## src/rtl/mem_fifo_ctrl_pkg.sv

```systemverilog
// Shared constants and FSM state encoding for the memory-backed FIFO controller.
package mem_fifo_ctrl_pkg;

  localparam int DATA_W = 16;  // data word width
  localparam int DEPTH  = 8;   // words in the attached mem8x16 array
  localparam int PTR_W  = 3;   // array pointer width
  localparam int ADDR_W = 12;  // memory address bus width
  localparam int CNT_W  = 4;   // occupancy counter width, holds 0..DEPTH

  // One memory operation in flight at most: idle, writing in_reg, or reading to out_data.
  typedef enum logic [1:0] {
    IDLE = 2'd0,
    WR   = 2'd1,
    RD   = 2'd2
  } state_t;

endpackage

```

## src/rtl/mem_fifo_ctrl.sv

```systemverilog
// FIFO controller in front of an 8x16 gated-row-clock memory array.
// Words enter through a one-word input register, are written into the array,
// read back in order and presented from a registered output word. The array
// control bus is re-timed onto the falling edge so it never changes near a
// rising edge.
module mem_fifo_ctrl #(
  parameter int DATA_W = mem_fifo_ctrl_pkg::DATA_W,
  parameter int DEPTH  = mem_fifo_ctrl_pkg::DEPTH,
  parameter int ADDR_W = mem_fifo_ctrl_pkg::ADDR_W
) (
  input  logic              clk,
  input  logic              rst_n,
  input  logic              in_valid,
  output logic              in_ready,
  input  logic [DATA_W-1:0] in_data,
  output logic              out_valid,
  input  logic              out_ready,
  output logic [DATA_W-1:0] out_data,
  output logic [3:0]        count,
  output logic [ADDR_W-1:0] mem_addr,
  output logic [DATA_W-1:0] mem_din,
  input  logic [DATA_W-1:0] mem_dout,
  output logic              mem_cs,
  output logic              mem_we,
  output logic              mem_rst
);

  import mem_fifo_ctrl_pkg::*;

  localparam logic [CNT_W-1:0] FULL_CNT = CNT_W'(DEPTH);

  // Rising-edge state
  state_t             state;
  logic [PTR_W-1:0]   wptr;
  logic [PTR_W-1:0]   rptr;
  logic [CNT_W-1:0]   cnt;
  logic               in_full;
  logic [DATA_W-1:0]  in_reg;
  logic               out_valid_q;
  logic [DATA_W-1:0]  out_data_q;

  // Next-state values, also used by the FSM decision (post-edge view)
  state_t             state_n;
  logic [PTR_W-1:0]   wptr_n;
  logic [PTR_W-1:0]   rptr_n;
  logic [CNT_W-1:0]   cnt_n;
  logic               in_full_n;
  logic [DATA_W-1:0]  in_reg_n;
  logic               out_valid_n;
  logic [DATA_W-1:0]  out_data_n;

  // Falling-edge copies driving the array
  logic [ADDR_W-1:0]  mem_addr_q;
  logic [DATA_W-1:0]  mem_din_q;
  logic               mem_cs_q;
  logic               mem_we_q;

  assign in_ready  = ~in_full;
  assign out_valid = out_valid_q;
  assign out_data  = out_data_q;
  assign count     = cnt;
  assign mem_addr  = mem_addr_q;
  assign mem_din   = mem_din_q;
  assign mem_cs    = mem_cs_q;
  assign mem_we    = mem_we_q;
  assign mem_rst   = ~rst_n;

  // Complete the op in flight, take handshakes, and pick the next op from post-edge values
  always_comb begin
    // NOTE: every output of this block gets a default first so no path leaves one unassigned (which would infer a latch).
    state_n     = IDLE;
    wptr_n      = wptr;
    rptr_n      = rptr;
    cnt_n       = cnt;
    in_full_n   = in_full;
    in_reg_n    = in_reg;
    out_valid_n = out_valid_q;
    out_data_n  = out_data_q;

    unique case (state)
      WR: begin
        wptr_n    = wptr + 1'b1;
        cnt_n     = cnt + 1'b1;
        in_full_n = 1'b0;
      end
      RD: begin
        out_data_n  = mem_dout;
        out_valid_n = 1'b1;
        rptr_n      = rptr + 1'b1;
        cnt_n       = cnt - 1'b1;
      end
      default: ;
    endcase

    // A consumed word frees the output register unless a read lands in it on this same edge.
    if (state != RD && out_valid_q && out_ready)
      out_valid_n = 1'b0;

    // in_ready is low whenever a write is pending, so this never collides with WR completion.
    if (in_valid && in_ready) begin
      in_reg_n  = in_data;
      in_full_n = 1'b1;
    end

    // Refilling the output register wins over draining the input register.
    if (cnt_n != '0 && !out_valid_n)
      state_n = RD;
    else if (in_full_n && cnt_n < FULL_CNT)
      state_n = WR;
    else
      state_n = IDLE;
  end

  // Rising-edge controller state
  always_ff @(posedge clk or negedge rst_n) begin
    if (!rst_n) begin
      state       <= IDLE;
      wptr        <= '0;
      rptr        <= '0;
      cnt         <= '0;
      in_full     <= 1'b0;
      in_reg      <= '0;
      out_valid_q <= 1'b0;
      out_data_q  <= '0;
    end else begin
      // NOTE: sequential state uses non-blocking assignments so every flop samples pre-edge values.
      state       <= state_n;
      wptr        <= wptr_n;
      rptr        <= rptr_n;
      cnt         <= cnt_n;
      in_full     <= in_full_n;
      in_reg      <= in_reg_n;
      out_valid_q <= out_valid_n;
      out_data_q  <= out_data_n;
    end
  end

  // Falling-edge copy of the current op onto the array bus, stable across the next rising edge
  always_ff @(negedge clk or negedge rst_n) begin
    if (!rst_n) begin
      mem_cs_q   <= 1'b0;
      mem_we_q   <= 1'b0;
      mem_addr_q <= '0;
      mem_din_q  <= '0;
    end else begin
      mem_cs_q   <= (state != IDLE);
      mem_we_q   <= (state == WR);
      mem_addr_q <= {{(ADDR_W-PTR_W){1'b0}}, (state == RD) ? rptr : wptr};
      mem_din_q  <= in_reg;
    end
  end

endmodule

```

## config.mk

```make
export PLATFORM = sky130hd
export DESIGN_NAME = mem_fifo_ctrl
export DESIGN_NICKNAME = d
export VERILOG_FILES = /design/src/rtl/mem_fifo_ctrl_pkg.sv /design/src/rtl/mem_fifo_ctrl.sv
export SDC_FILE = /design/constraint.sdc
export NUM_CORES = 1
export LEC_CHECK = 0
export CAP_MARGIN = 10
export CORE_MARGIN = 1.5
export CORE_UTILIZATION = 45
export DETAILED_ROUTE_END_ITERATION = 8
export PLACE_DENSITY_LB_ADDON = 0.3
export SETUP_SLACK_MARGIN = 0.05
export SLEW_MARGIN = 20
export SYNTH_ARGS = -nofsm -noshare
export SYNTH_HDL_FRONTEND = slang
export SYNTH_SLANG_ARGS = --single-unit
```

## constraint.sdc

```tcl
create_clock -name clk -period 2.55 [get_ports clk]
set_input_delay 0.51 -clock clk [delete_from_list [all_inputs] [get_ports clk]]
set_output_delay 0.51 -clock clk [all_outputs]
set_load 0.005 [all_outputs]
```

==> flow_summary.html, run 1 <==
<table>
<tr><th>Metric</th><th>Value</th></tr>
<tr><th colspan="2">Status</th></tr>
<tr><td>Status</td><td>finished, violations left</td></tr>
<tr><td>Violated checks</td><td>negative setup slack</td></tr>
<tr><th colspan="2">Placement</th></tr>
<tr><td>Weighted congestion at the end of routability-driven global placement</td><td>about 0.7</td></tr>
<tr><td>Placed cell area</td><td>0.00342 sq mm</td></tr>
<tr><td>Cells after DPL</td><td>315</td></tr>
<tr><td>Number of port buffers</td><td>79</td></tr>
<tr><td>Half-perimeter wire length after placement</td><td>roughly 3.2 mm</td></tr>
<tr><th colspan="2">Layout</th></tr>
<tr><td>Fillcell total</td><td>442</td></tr>
<tr><td>Nets</td><td>just under 300</td></tr>
<tr><td>Util after Layout</td><td>0.643</td></tr>
<tr><td>Post-layout instance count excluding filler cells</td><td>331</td></tr>
<tr><td>Final design area excluding fillers</td><td>0.00352 sq mm</td></tr>
<tr><td>Area growth from synthesis to final layout</td><td>38.0%</td></tr>
<tr><td>Layout cell share with drive strength beyond 1</td><td>0.332</td></tr>
<tr><td>Inserted Diodes</td><td>0</td></tr>
<tr><th colspan="2">Drt</th></tr>
<tr><td>Drt pass-1 iters</td><td>4</td></tr>
<tr><td>Routed via count divided by cell count</td><td>4.65</td></tr>
<tr><td>Routed vias</td><td>approximately 1500</td></tr>
<tr><td>Initial DRC count</td><td>65</td></tr>
<tr><td>Residual antenna-violating net count after detailed routing</td><td>0</td></tr>
<tr><td>Post-DR wirelength/cell</td><td>14.5 microns</td></tr>
<tr><td>Total wire length after detailed routing</td><td>around 4.8 mm</td></tr>
<tr><td>Total DRC errors in the routed layout</td><td>0</td></tr>
<tr><th colspan="2">Logic synthesis</th></tr>
<tr><td>Proportion of synthesized chip area in sequential cells</td><td>0.658</td></tr>
<tr><td>Number of distinct library cell variants in the gate-level netlist after synthesis</td><td>28</td></tr>
<tr><td>Number of enable-type register cells in the synthesized netlist</td><td>0</td></tr>
<tr><td>Fraction of registers with async set or reset after synthesis</td><td>1.00</td></tr>
<tr><td>Top cells by instance count after synthesis</td><td>dfrtp_1, mux2_2, dfrtn_1, buf_4</td></tr>
<tr><td>Biggest area contributors in the synthesized netlist</td><td>dfrtp_1, dfrtn_1, mux2_2</td></tr>
<tr><td>Mean area per synthesized cell</td><td>about 15 sq um</td></tr>
<tr><td>Top-count cell post-synth</td><td>dfrtp_1</td></tr>
<tr><td>Top cell type's share of synthesized area</td><td>0.451</td></tr>
<tr><td>#FFs+latches synth</td><td>67</td></tr>
<tr><td>Cell Area, Synth</td><td>0.00255 sq mm</td></tr>
<tr><td>Cell count after synthesis</td><td>about 170</td></tr>
<tr><td>Primary FF master, synth</td><td>dfrtp_1</td></tr>
<tr><td>Leading area contributor after synthesis</td><td>dfrtp_1</td></tr>
<tr><td>Yosys warning total</td><td>0</td></tr>
<tr><th colspan="2">Die</th></tr>
<tr><td>Floorplan die width</td><td>about 78 microns</td></tr>
<tr><td>Effective utilization at floorplan</td><td>0.466</td></tr>
<tr><td>Height of the chip</td><td>78.3 microns</td></tr>
<tr><td>Placeable core region</td><td>0.00547 sq mm</td></tr>
<tr><td>Die area</td><td>slightly above 0.006 sq mm</td></tr>
<tr><td>Row count</td><td>27</td></tr>
<tr><td>I/O pin count</td><td>between 80 and 90</td></tr>
<tr><th colspan="2">Global route</th></tr>
<tr><td>Number of global-route vias before repair</td><td>1647</td></tr>
<tr><td>Largest net degree at the start of global routing</td><td>57</td></tr>
<tr><td>Global Route Usage Sum</td><td>0.170</td></tr>
<tr><td>Antenna violations before repair</td><td>0</td></tr>
<tr><td>First-pass GRT wire length</td><td>7.76 mm</td></tr>
<tr><td>Residual overflow from global routing</td><td>0</td></tr>
<tr><th colspan="2">CTS</th></tr>
<tr><td>CTS max path bufs</td><td>2</td></tr>
<tr><td>Clock buffer count from CTS</td><td>9</td></tr>
<tr><td>TritonCTS clock tree</td><td>built</td></tr>
<tr><td>Reg clk slew, reported paths</td><td>around 70 ps</td></tr>
<tr><td>CTS sink count</td><td>67</td></tr>
<tr><td>Max H-tree Level</td><td>3</td></tr>
<tr><td>Latest clock arrival within the worst-skew pair</td><td>between 300 and 400 ps</td></tr>
<tr><td>Root buffer cell</td><td>clkbuf_8</td></tr>
<tr><td>Post-CTS setup-driven buffer insertion count</td><td>0</td></tr>
<tr><th colspan="2">Power</th></tr>
<tr><td>Power density of the placed cells</td><td>1280 mW/mm^2</td></tr>
<tr><td>Leak pwr</td><td>between 1.5 and 2 nW</td></tr>
<tr><td>Worst voltage drop across the vdd grid</td><td>0.593 mV</td></tr>
<tr><th colspan="2">Worst setup path</th></tr>
<tr><td>Critical path cell sequence</td><td>buf_2</td></tr>
<tr><td>Critical Setup Path Class</td><td>flop to output port</td></tr>
<tr><td>Worst endpoint required time</td><td>around 2000 ps</td></tr>
<tr><td>Family with the most delay on the worst path</td><td>flip-flops</td></tr>
<tr><td>Critical Path Source Type</td><td>flop</td></tr>
<tr><td>Crit-path max cell delay</td><td>around 400 ps</td></tr>
<tr><td>Element type at the critical path end</td><td>output port</td></tr>
<tr><td>Critical path buffer and inverter count</td><td>1</td></tr>
<tr><td>Critical Path AT</td><td>2110 ps</td></tr>
<tr><td>Maximum fanout along the worst path</td><td>1</td></tr>
<tr><td>Worst-path cell with the longest stage delay</td><td>dfrtn_1</td></tr>
<tr><th colspan="2">Timing</th></tr>
<tr><td>Final number of setup-violating endpoints</td><td>21</td></tr>
<tr><td>Final count of pins violating max slew</td><td>0</td></tr>
<tr><td>Hold violation count in the final report</td><td>0</td></tr>
<tr><td>Setup repair after global routing missed its margin</td><td>yes</td></tr>
<tr><td>Setup total negative slack</td><td>-861 ps</td></tr>
<tr><td>Slack of the critical path</td><td>-72.8 ps</td></tr>
<tr><td>Post-route worst hold slack</td><td>156 ps</td></tr>
<tr><td>Setup skew after layout</td><td>roughly 8.4 ps</td></tr>
<tr><th colspan="2">Min path</th></tr>
<tr><td>Hold Path Class</td><td>input pin to asynchronous set/reset pin</td></tr>
<tr><th colspan="2">Job</th></tr>
<tr><td>Number of max-cap violations</td><td>0</td></tr>
</table>
==> per-stage QoR <==
step / power, mW / setup slack, ps
2_1_floorplan: 2.89 / 60.5
3_3_place_gp: 3.78 / -124
3_5_place_dp: 3.85 / -135
4_1_cts: 4.52 / -87.6
5_1_grt: 4.81 / -109
6_report: 4.50 / -72.8
==> worst reg2reg max path: stages (launching register included) <==
cell and delay [ps]:
dfrtp_1 390, inv_2 120, ha_4 170, mux2_2 330
==> where the power goes <==
part           internal, mW  total, mW  switching, mW  leakage (nW)
clock network         0.460      0.827          0.367        0.0997
registers              1.63       1.93          0.300         0.788
logic                  1.06       1.74          0.678         0.693
==> layout by cell type (no fill, tap or decap) <==
cell,netlist,final
inv_2,0,1
a31oi_1,1,1
dfrtp_1,46,46
ha_1,7,5
clkbuf_1,0,2
buf_4,9,4
o21ai_1,1,1
inv_1,7,6
nand4b_1,1,1
o31a_1,1,1
mux2_2,38,38
o211a_1,1,1
nand2_1,5,5
ha_4,0,2
o21bai_1,1,1
a21oi_1,1,1
dfrtn_1,21,21
nor2b_1,1,1
buf_2,6,22
or3_1,1,1
nand3_1,1,1
nor2_1,2,2
clkbuf_8,0,13
and4bb_2,1,1
o211ai_2,1,1
clkdlybuf4s50_1,0,57
xnor2_1,4,4
clkinv_2,0,1
xnor2_2,1,1
buf_12,0,1
and4b_1,1,1
conb_1,1,9
xor2_1,4,4
a21oi_2,1,1
o21ai_0,1,1
==> layer usage <==
| metal | up-vias | track usage | routed length (microns) |
|---|---|---|---|
| li1 | 713 | - | - |
| met1 | 785 | 0.201 | 2050 |
| met2 | 38 | 0.281 | 2460 |
| met3 | 4 | 0.0640 | 231 |
| met4 | 0 | 0.0696 | 44 |
| met5 | - | 0 | 0 |
==> repair_timing <==
action,4_1_cts,5_1_grt
hold buffers,0,0
setup endpoints to repair,23,23
gates cloned,0,0
hold endpoints to repair,0,0
resized for setup,85,1
==> kinds of logic (layout without fill, tap and decap cells) <==
| family | count (synthesis) | after routing | share of synthesized area |
|---|---|---|---|
| AOI/OAI and AO/OA | 9 | 9 | 0.0270 |
| xor gates and xnor gates | 9 | 9 | 0.0339 |
| adders and majority gates | 7 | 7 | 0.0343 |
| buffers and inverters | 22 | 107 | 0.0486 |
| DFF | 67 | 67 | 0.658 |
| muxes | 38 | 38 | 0.168 |
| other | 1 | 9 | 0.00147 |
| and+or+nand+nor | 13 | 13 | 0.0294 |
==> final timing paths <==
path | start | endpoint | slack (ps) | cells past startpoint
max in group asynchronous | rst_n | mem_din[14] | 910 | 2
worst max-delay path | mem_din[9] | mem_din[9] | -70 | 1
worst min register to register | wptr[2] | wptr[2] | 470 | 1
worst min-delay path | rst_n | rptr[0] | 160 | 2
worst max register to register | state[0] | mem_addr[1] | 110 | 3
min in group clk | wptr[2] | wptr[2] | 470 | 1
==> final cells by class <==
| type | count | area, sq um | share of cell area |
|---|---|---|---|
| sequential | 67 | 1680 | 0.476 |
| multi-input combinational | 85 | 805 | 0.229 |
| clock inverter | 1 | 5.00 | 0.00142 |
| tap | 72 | 90.1 | 0.0256 |
| inverter | 7 | 26.3 | 0.00747 |
| clock buffer | 15 | 186 | 0.0530 |
| timing repair buffer | 84 | 731 | 0.208 |
Power figures use the tool's default switching activity.
==> inputs of run 2 (changes only) <==
--- a/config.mk
+++ b/config.mk
@@ -9,7 +9,9 @@
 export CORE_MARGIN = 1.5
 export CORE_UTILIZATION = 45
 export DETAILED_ROUTE_END_ITERATION = 8
+export MAX_ROUTING_LAYER = met4
 export PLACE_DENSITY_LB_ADDON = 0.3
+export RECOVER_POWER = 25
 export SETUP_SLACK_MARGIN = 0.05
 export SLEW_MARGIN = 20
 export SYNTH_ARGS = -nofsm -noshare
==> flow_summary.html, run 2 (same netlist as run 1, synthesis figures left out) <==
<table>
<tr><th>Metric</th><th>Value</th></tr>
<tr><th colspan="2">CTS</th></tr>
<tr><td>Max H-tree Level</td><td>3</td></tr>
<tr><td>CTS max path bufs</td><td>2</td></tr>
<tr><td>Reg clk slew, reported paths</td><td>70 ps</td></tr>
<tr><td>Root buffer cell</td><td>clkbuf_8</td></tr>
<tr><td>Clock buffer count from CTS</td><td>9</td></tr>
<tr><td>CTS sink count</td><td>67</td></tr>
<tr><td>Hold buffer count at cts</td><td>0</td></tr>
<tr><td>Latest clock arrival within the worst-skew pair</td><td>320 ps</td></tr>
<tr><td>TritonCTS clock tree</td><td>built</td></tr>
<tr><td>Post-CTS setup-driven buffer insertion count</td><td>0</td></tr>
<tr><th colspan="2">Worst setup path</th></tr>
<tr><td>Maximum fanout along the worst path</td><td>1</td></tr>
<tr><td>Setup slack of the worst register-to-register path</td><td>110 ps</td></tr>
<tr><td>Critical Path AT</td><td>around 2100 ps</td></tr>
<tr><td>Critical path buffer and inverter count</td><td>1</td></tr>
<tr><td>End of the worst register-to-register path</td><td>mem_addr[1]</td></tr>
<tr><td>Critical Path Source Type</td><td>flop</td></tr>
<tr><td>Critical Setup Path Class</td><td>flop to output port</td></tr>
<tr><td>Reg2Reg Launch Point</td><td>state[0]</td></tr>
<tr><td>Worst endpoint required time</td><td>2040 ps</td></tr>
<tr><td>Critical path origin</td><td>mem_din[6]</td></tr>
<tr><td>Critical path cell sequence</td><td>buf_2</td></tr>
<tr><td>Worst-path cell with the longest stage delay</td><td>dfrtn_1</td></tr>
<tr><td>Element type at the critical path end</td><td>output port</td></tr>
<tr><td>Length in cells of the worst reg-to-reg path</td><td>3</td></tr>
<tr><td>Family with the most delay on the worst path</td><td>flip-flops</td></tr>
<tr><td>Crit-path max cell delay</td><td>400 ps</td></tr>
<tr><th colspan="2">Timing</th></tr>
<tr><td>Slew @ Worst Pin</td><td>705 ps</td></tr>
<tr><td>Setup total negative slack</td><td>-894 ps</td></tr>
<tr><td>Setup repair after global routing missed its margin</td><td>yes</td></tr>
<tr><td>Hold violation count in the final report</td><td>0</td></tr>
<tr><td>Setup skew after layout</td><td>9.45 ps</td></tr>
<tr><td>Slack of the critical path</td><td>-67.5 ps</td></tr>
<tr><td>Final number of setup-violating endpoints</td><td>21</td></tr>
<tr><td>Rel. slew slack</td><td>0.530</td></tr>
<tr><td>Final count of pins violating max slew</td><td>0</td></tr>
<tr><th colspan="2">Min path</th></tr>
<tr><td>Hold Path Class</td><td>input pin to asynchronous set/reset pin</td></tr>
<tr><th colspan="2">Power</th></tr>
<tr><td>Worst voltage drop across the vdd grid</td><td>0.592 mV</td></tr>
<tr><td>Leak pwr</td><td>1.57 nW</td></tr>
<tr><td>Power density of the placed cells</td><td>1280 mW/mm^2</td></tr>
<tr><th colspan="2">Global route</th></tr>
<tr><td>First-pass GRT wire length</td><td>7.74 mm</td></tr>
<tr><td>Antenna violations before repair</td><td>0</td></tr>
<tr><td>Number of global-route vias before repair</td><td>between 1500 and 2000</td></tr>
<tr><td>Residual overflow from global routing</td><td>0</td></tr>
<tr><td>Largest net degree at the start of global routing</td><td>57</td></tr>
<tr><td>Global Route Usage Sum</td><td>0.175</td></tr>
<tr><th colspan="2">Drt</th></tr>
<tr><td>Post-DR wirelength/cell</td><td>14.5 microns</td></tr>
<tr><td>Drt pass-1 iters</td><td>4</td></tr>
<tr><td>Routed via count divided by cell count</td><td>4.70</td></tr>
<tr><td>Residual antenna-violating net count after detailed routing</td><td>0</td></tr>
<tr><td>Initial DRC count</td><td>69</td></tr>
<tr><td>Total wire length after detailed routing</td><td>4.79 mm</td></tr>
<tr><td>Total DRC errors in the routed layout</td><td>0</td></tr>
<tr><td>Routed vias</td><td>1555</td></tr>
<tr><th colspan="2">Placement</th></tr>
<tr><td>Placed cell area</td><td>about 0.0034 sq mm</td></tr>
<tr><td>Weighted congestion at the end of routability-driven global placement</td><td>0.729</td></tr>
<tr><td>Half-perimeter wire length after placement</td><td>3.24 mm</td></tr>
<tr><td>Worst setup timing slack at the placement stage</td><td>-135 ps</td></tr>
<tr><td>Number of port buffers</td><td>79</td></tr>
<tr><th colspan="2">Layout</th></tr>
<tr><td>Fillcell total</td><td>445</td></tr>
<tr><td>Final design area excluding fillers</td><td>0.00351 sq mm</td></tr>
<tr><td>Commonest non-fill, non-tap cell in the layout</td><td>clkdlybuf4s50_1</td></tr>
<tr><td>Layout cell share with drive strength beyond 1</td><td>0.324</td></tr>
<tr><td>Area growth from synthesis to final layout</td><td>37.8%</td></tr>
<tr><td>Nets</td><td>~300</td></tr>
<tr><td>Commonest cells after routing, fill and taps aside</td><td>clkdlybuf4s50_1, dfrtp_1, mux2_2, dfrtn_1, buf_2</td></tr>
<tr><td>Inserted Diodes</td><td>0</td></tr>
<tr><th colspan="2">Status</th></tr>
<tr><td>Status</td><td>finished, violations left</td></tr>
<tr><td>Violated checks</td><td>negative setup slack</td></tr>
<tr><th colspan="2">Die</th></tr>
<tr><td>Die area</td><td>a little over 0.006 sq mm</td></tr>
<tr><td>Height of the chip</td><td>78.3 microns</td></tr>
<tr><td>I/O pin count</td><td>89</td></tr>
<tr><td>Floorplan die width</td><td>between 70 and 80 microns</td></tr>
<tr><td>Effective utilization at floorplan</td><td>0.466</td></tr>
<tr><td>Row count</td><td>27</td></tr>
<tr><td>Placeable core region</td><td>0.00547 sq mm</td></tr>
<tr><th colspan="2">Job</th></tr>
<tr><td>Number of max-cap violations</td><td>0</td></tr>
</table>
run 2: worst max-delay path by stage:
stage | to | slack (ps) | cells past startpoint
floorplan | mem_addr[2] | 60 | 4
global placement | mem_din[6] | -120 | 1
detailed placement | mem_din[6] | -140 | 1
CTS | mem_din[6] | -90 | 1
global route | mem_din[14] | -100 | 1
finish | mem_din[6] | -70 | 1
run 2: repair_timing:
action,4_1_cts,5_1_grt
endpoints found under the setup margin,23,23
endpoints found under the hold margin,0,0
gates resized for setup,85,1
run 2: metrics by stage:
stage,hold WS [ps],utilization,instances,total power [mW]
final,247,0.642,331,4.50
after global placement,457,0.625,315,3.78
after detailed placement,465,0.625,315,3.85
after CTS,145,0.641,331,4.52
after floorplan,214,-,174,2.89
after global routing,273,0.642,331,4.81
run 2: area by class of cell:
class	count	area, sq um	area share
multi-input combinational	85	805	0.229
tap	72	90.1	0.0256
inverter	7	26.3	0.00748
clock inverter	1	5.00	0.00142
timing repair buffer	84	726	0.206
clock buffer	15	186	0.0530
sequential	67	1680	0.477
run 2: power by group:
part | switching, mW | leakage [nW] | total (mW) | internal [mW]
combinational | 0.681 | 0.686 | 1.74 | 1.06
sequential | 0.298 | 0.788 | 1.92 | 1.63
clock | 0.368 | 0.0997 | 0.828 | 0.459
run 2: metal layers:
layer | share of wire | routed length (microns) | vias up | GRT usage
met5 | 0 | 0 | - | -
met4 | 0.014 | 67 | 0 | 0.0911
met3 | 0.048 | 229 | 6 | 0.0407
met2 | 0.51 | 2430 | 46 | 0.280
met1 | 0.43 | 2060 | 786 | 0.206
li1 | - | - | 717 | -
==> inputs of run 3 (changes only) <==
--- a/config.mk
+++ b/config.mk
@@ -12,7 +12,7 @@
 export MAX_ROUTING_LAYER = met4
 export PLACE_DENSITY_LB_ADDON = 0.3
 export RECOVER_POWER = 25
-export SETUP_SLACK_MARGIN = 0.05
+export REMOVE_ABC_BUFFERS = 1
 export SLEW_MARGIN = 20
 export SYNTH_ARGS = -nofsm -noshare
 export SYNTH_HDL_FRONTEND = slang
==> flow_summary.html, run 3 (same netlist as run 1, synthesis figures left out) <==
<table>
<tr><th>Metric</th><th>Value</th></tr>
<tr><th colspan="2">Global route</th></tr>
<tr><td>Residual overflow from global routing</td><td>0</td></tr>
<tr><td>First-pass GRT wire length</td><td>7.33 mm</td></tr>
<tr><td>Global Route Usage Sum</td><td>0.164</td></tr>
<tr><td>Largest net degree at the start of global routing</td><td>39</td></tr>
<tr><td>Antenna violations before repair</td><td>0</td></tr>
<tr><td>Number of global-route vias before repair</td><td>1509</td></tr>
<tr><th colspan="2">Layout</th></tr>
<tr><td>Nets</td><td>298</td></tr>
<tr><td>Area growth from synthesis to final layout</td><td>36.8%</td></tr>
<tr><td>Inserted Diodes</td><td>0</td></tr>
<tr><td>Commonest non-fill, non-tap cell in the layout</td><td>clkdlybuf4s50_1</td></tr>
<tr><td>Layout cell share with drive strength beyond 1</td><td>0.315</td></tr>
<tr><td>Util after Layout</td><td>0.637</td></tr>
<tr><td>Fillcell total</td><td>around 430</td></tr>
<tr><td>Final design area excluding fillers</td><td>0.00349 sq mm</td></tr>
<tr><td>Commonest cells after routing, fill and taps aside</td><td>clkdlybuf4s50_1, dfrtp_1, mux2_2, dfrtn_1, buf_2</td></tr>
<tr><th colspan="2">Placement</th></tr>
<tr><td>Half-perimeter wire length after placement</td><td>around 3.2 mm</td></tr>
<tr><td>Weighted congestion at the end of routability-driven global placement</td><td>0.774</td></tr>
<tr><td>Worst setup timing slack at the placement stage</td><td>-128 ps</td></tr>
<tr><td>Number of port buffers</td><td>79</td></tr>
<tr><td>Placed cell area</td><td>0.00342 sq mm</td></tr>
<tr><th colspan="2">Min path</th></tr>
<tr><td>Hold Path Class</td><td>input pin to asynchronous set/reset pin</td></tr>
<tr><th colspan="2">Timing</th></tr>
<tr><td>Setup repair after global routing missed its margin</td><td>yes</td></tr>
<tr><td>Final number of setup-violating endpoints</td><td>21</td></tr>
<tr><td>Post-route worst hold slack</td><td>203 ps</td></tr>
<tr><td>Setup skew after layout</td><td>approximately 12 ps</td></tr>
<tr><td>Rel. slew slack</td><td>0.447</td></tr>
<tr><td>Hold violation count in the final report</td><td>0</td></tr>
<tr><td>Slew @ Worst Pin</td><td>830 ps</td></tr>
<tr><td>Final count of pins violating max slew</td><td>0</td></tr>
<tr><td>Slack of the critical path</td><td>-58.8 ps</td></tr>
<tr><th colspan="2">Power</th></tr>
<tr><td>Power density of the placed cells</td><td>1260 mW/mm^2</td></tr>
<tr><td>Leak pwr</td><td>1.57 nW</td></tr>
<tr><td>Switching pwr</td><td>1.31 mW</td></tr>
<tr><td>Clock group share of total power</td><td>0.174</td></tr>
<tr><td>Int Power</td><td>3.09 mW</td></tr>
<tr><td>Total power after layout</td><td>4.40 mW</td></tr>
<tr><td>Power share of the sequential group</td><td>0.433</td></tr>
<tr><td>Worst voltage drop across the vdd grid</td><td>0.661 mV</td></tr>
<tr><td>Switching part of the total power</td><td>0.298</td></tr>
<tr><td>Part of the power in combinational logic</td><td>0.393</td></tr>
<tr><th colspan="2">Worst setup path</th></tr>
<tr><td>Crit-path max cell delay</td><td>390 ps</td></tr>
<tr><td>Critical path buffer and inverter count</td><td>1</td></tr>
<tr><td>Critical Path Source Type</td><td>flop</td></tr>
<tr><td>Setup slack of the worst register-to-register path</td><td>around 90 ps</td></tr>
<tr><td>Worst endpoint required time</td><td>2040 ps</td></tr>
<tr><td>Critical Setup Path Class</td><td>flop to output port</td></tr>
<tr><td>Element type at the critical path end</td><td>output port</td></tr>
<tr><td>Family with the most delay on the worst path</td><td>flip-flops</td></tr>
<tr><td>Critical Path AT</td><td>around 2100 ps</td></tr>
<tr><td>Worst-path cell with the longest stage delay</td><td>dfrtn_1</td></tr>
<tr><td>Critical path cell sequence</td><td>buf_2</td></tr>
<tr><td>Maximum fanout along the worst path</td><td>1</td></tr>
<tr><th colspan="2">CTS</th></tr>
<tr><td>CTS sink count</td><td>67</td></tr>
<tr><td>Latest clock arrival within the worst-skew pair</td><td>330 ps</td></tr>
<tr><td>CTS max path bufs</td><td>2</td></tr>
<tr><td>TritonCTS clock tree</td><td>built</td></tr>
<tr><td>Clock buffer count from CTS</td><td>9</td></tr>
<tr><td>Reg clk slew, reported paths</td><td>approximately 60 ps</td></tr>
<tr><td>Root buffer cell</td><td>clkbuf_8</td></tr>
<tr><td>Post-CTS setup-driven buffer insertion count</td><td>0</td></tr>
<tr><td>Max H-tree Level</td><td>3</td></tr>
<tr><th colspan="2">Die</th></tr>
<tr><td>Height of the chip</td><td>78.3 microns</td></tr>
<tr><td>Effective utilization at floorplan</td><td>0.466</td></tr>
<tr><td>I/O pin count</td><td>89</td></tr>
<tr><td>Die area</td><td>0.00613 sq mm</td></tr>
<tr><td>Row count</td><td>27</td></tr>
<tr><td>Floorplan die width</td><td>78.3 microns</td></tr>
<tr><td>Placeable core region</td><td>0.00547 sq mm</td></tr>
<tr><th colspan="2">Job</th></tr>
<tr><td>Number of max-cap violations</td><td>0</td></tr>
<tr><th colspan="2">Drt</th></tr>
<tr><td>Total DRC errors in the routed layout</td><td>0</td></tr>
<tr><td>Initial DRC count</td><td>84</td></tr>
<tr><td>Routed vias</td><td>1537</td></tr>
<tr><td>Post-DR wirelength/cell</td><td>13.6 microns</td></tr>
<tr><td>Routed via count divided by cell count</td><td>4.63</td></tr>
<tr><td>Drt pass-1 iters</td><td>4</td></tr>
<tr><td>Residual antenna-violating net count after detailed routing</td><td>0</td></tr>
<tr><td>Total wire length after detailed routing</td><td>4.51 mm</td></tr>
<tr><th colspan="2">Status</th></tr>
<tr><td>Status</td><td>finished, violations left</td></tr>
<tr><td>Violated checks</td><td>negative setup slack</td></tr>
</table>
[run 3: cell types whose count changed in the layout (fill, tap and decap cells not counted)]
| cell | before | now |
|---|---|---|
| clkinv_2 | 1 | 2 |
| ha_1 | 5 | 6 |
| clkbuf_1 | 4 | 6 |
| clkbuf_8 | 13 | 11 |
| ha_4 | 2 | 1 |
[run 3: power by group through the flow]
stage | clock network [mW] | registers, mW | logic, mW
after global placement | 0 | 1.91 | 1.86
after detailed placement | 0 | 1.93 | 1.91
after CTS | 0.788 | 1.91 | 1.75
after floorplan | 0 | 1.92 | 0.895
after global routing | 0.831 | 1.98 | 1.91
final | 0.766 | 1.91 | 1.73
[run 3: what timing repair did]
item                                    CTS  global route
hold buffers                              0             0
resized for setup                        84             3
endpoints found under the setup margin   21            23
[run 3: metal layers]
metal,GRT usage,vias to the layer above,part of all wire
met5,-,-,0
met2,0.235,60,0.48
met1,0.205,752,0.42
li1,-,720,-
met3,0.0686,5,0.088
met4,0.0696,0,0.010
[run 3: worst paths after layout]
path	start	endpoint	cells after the start
min in group clk	rptr[2]	rptr[2]	1
worst min register to register	rptr[2]	rptr[2]	1
worst min-delay path	rst_n	out_data[1]	2
worst max register to register	state[0]	mem_addr[2]	3
max in group asynchronous	rst_n	mem_we	2
worst max-delay path	mem_din[14]	mem_din[14]	1
[run 3: stage by stage]
step                      setup TNS (ps)  instances
after floorplan                     -370        159
after global placement             -2110        316
after detailed placement           -2220        316
after CTS                          -1250        332
after global routing               -1630        332
final                               -880        332
[run 3: final cells by class]
cell class,count,area (sq um),area share
flip-flops and latches,67,1680,0.481
multi-input cells,85,792,0.227
repair buffers,85,729,0.209
clock buffers,14,163,0.0466
well taps,72,90.1,0.0258
inverters,7,26.3,0.00753
clock inverters,2,10.0,0.00287
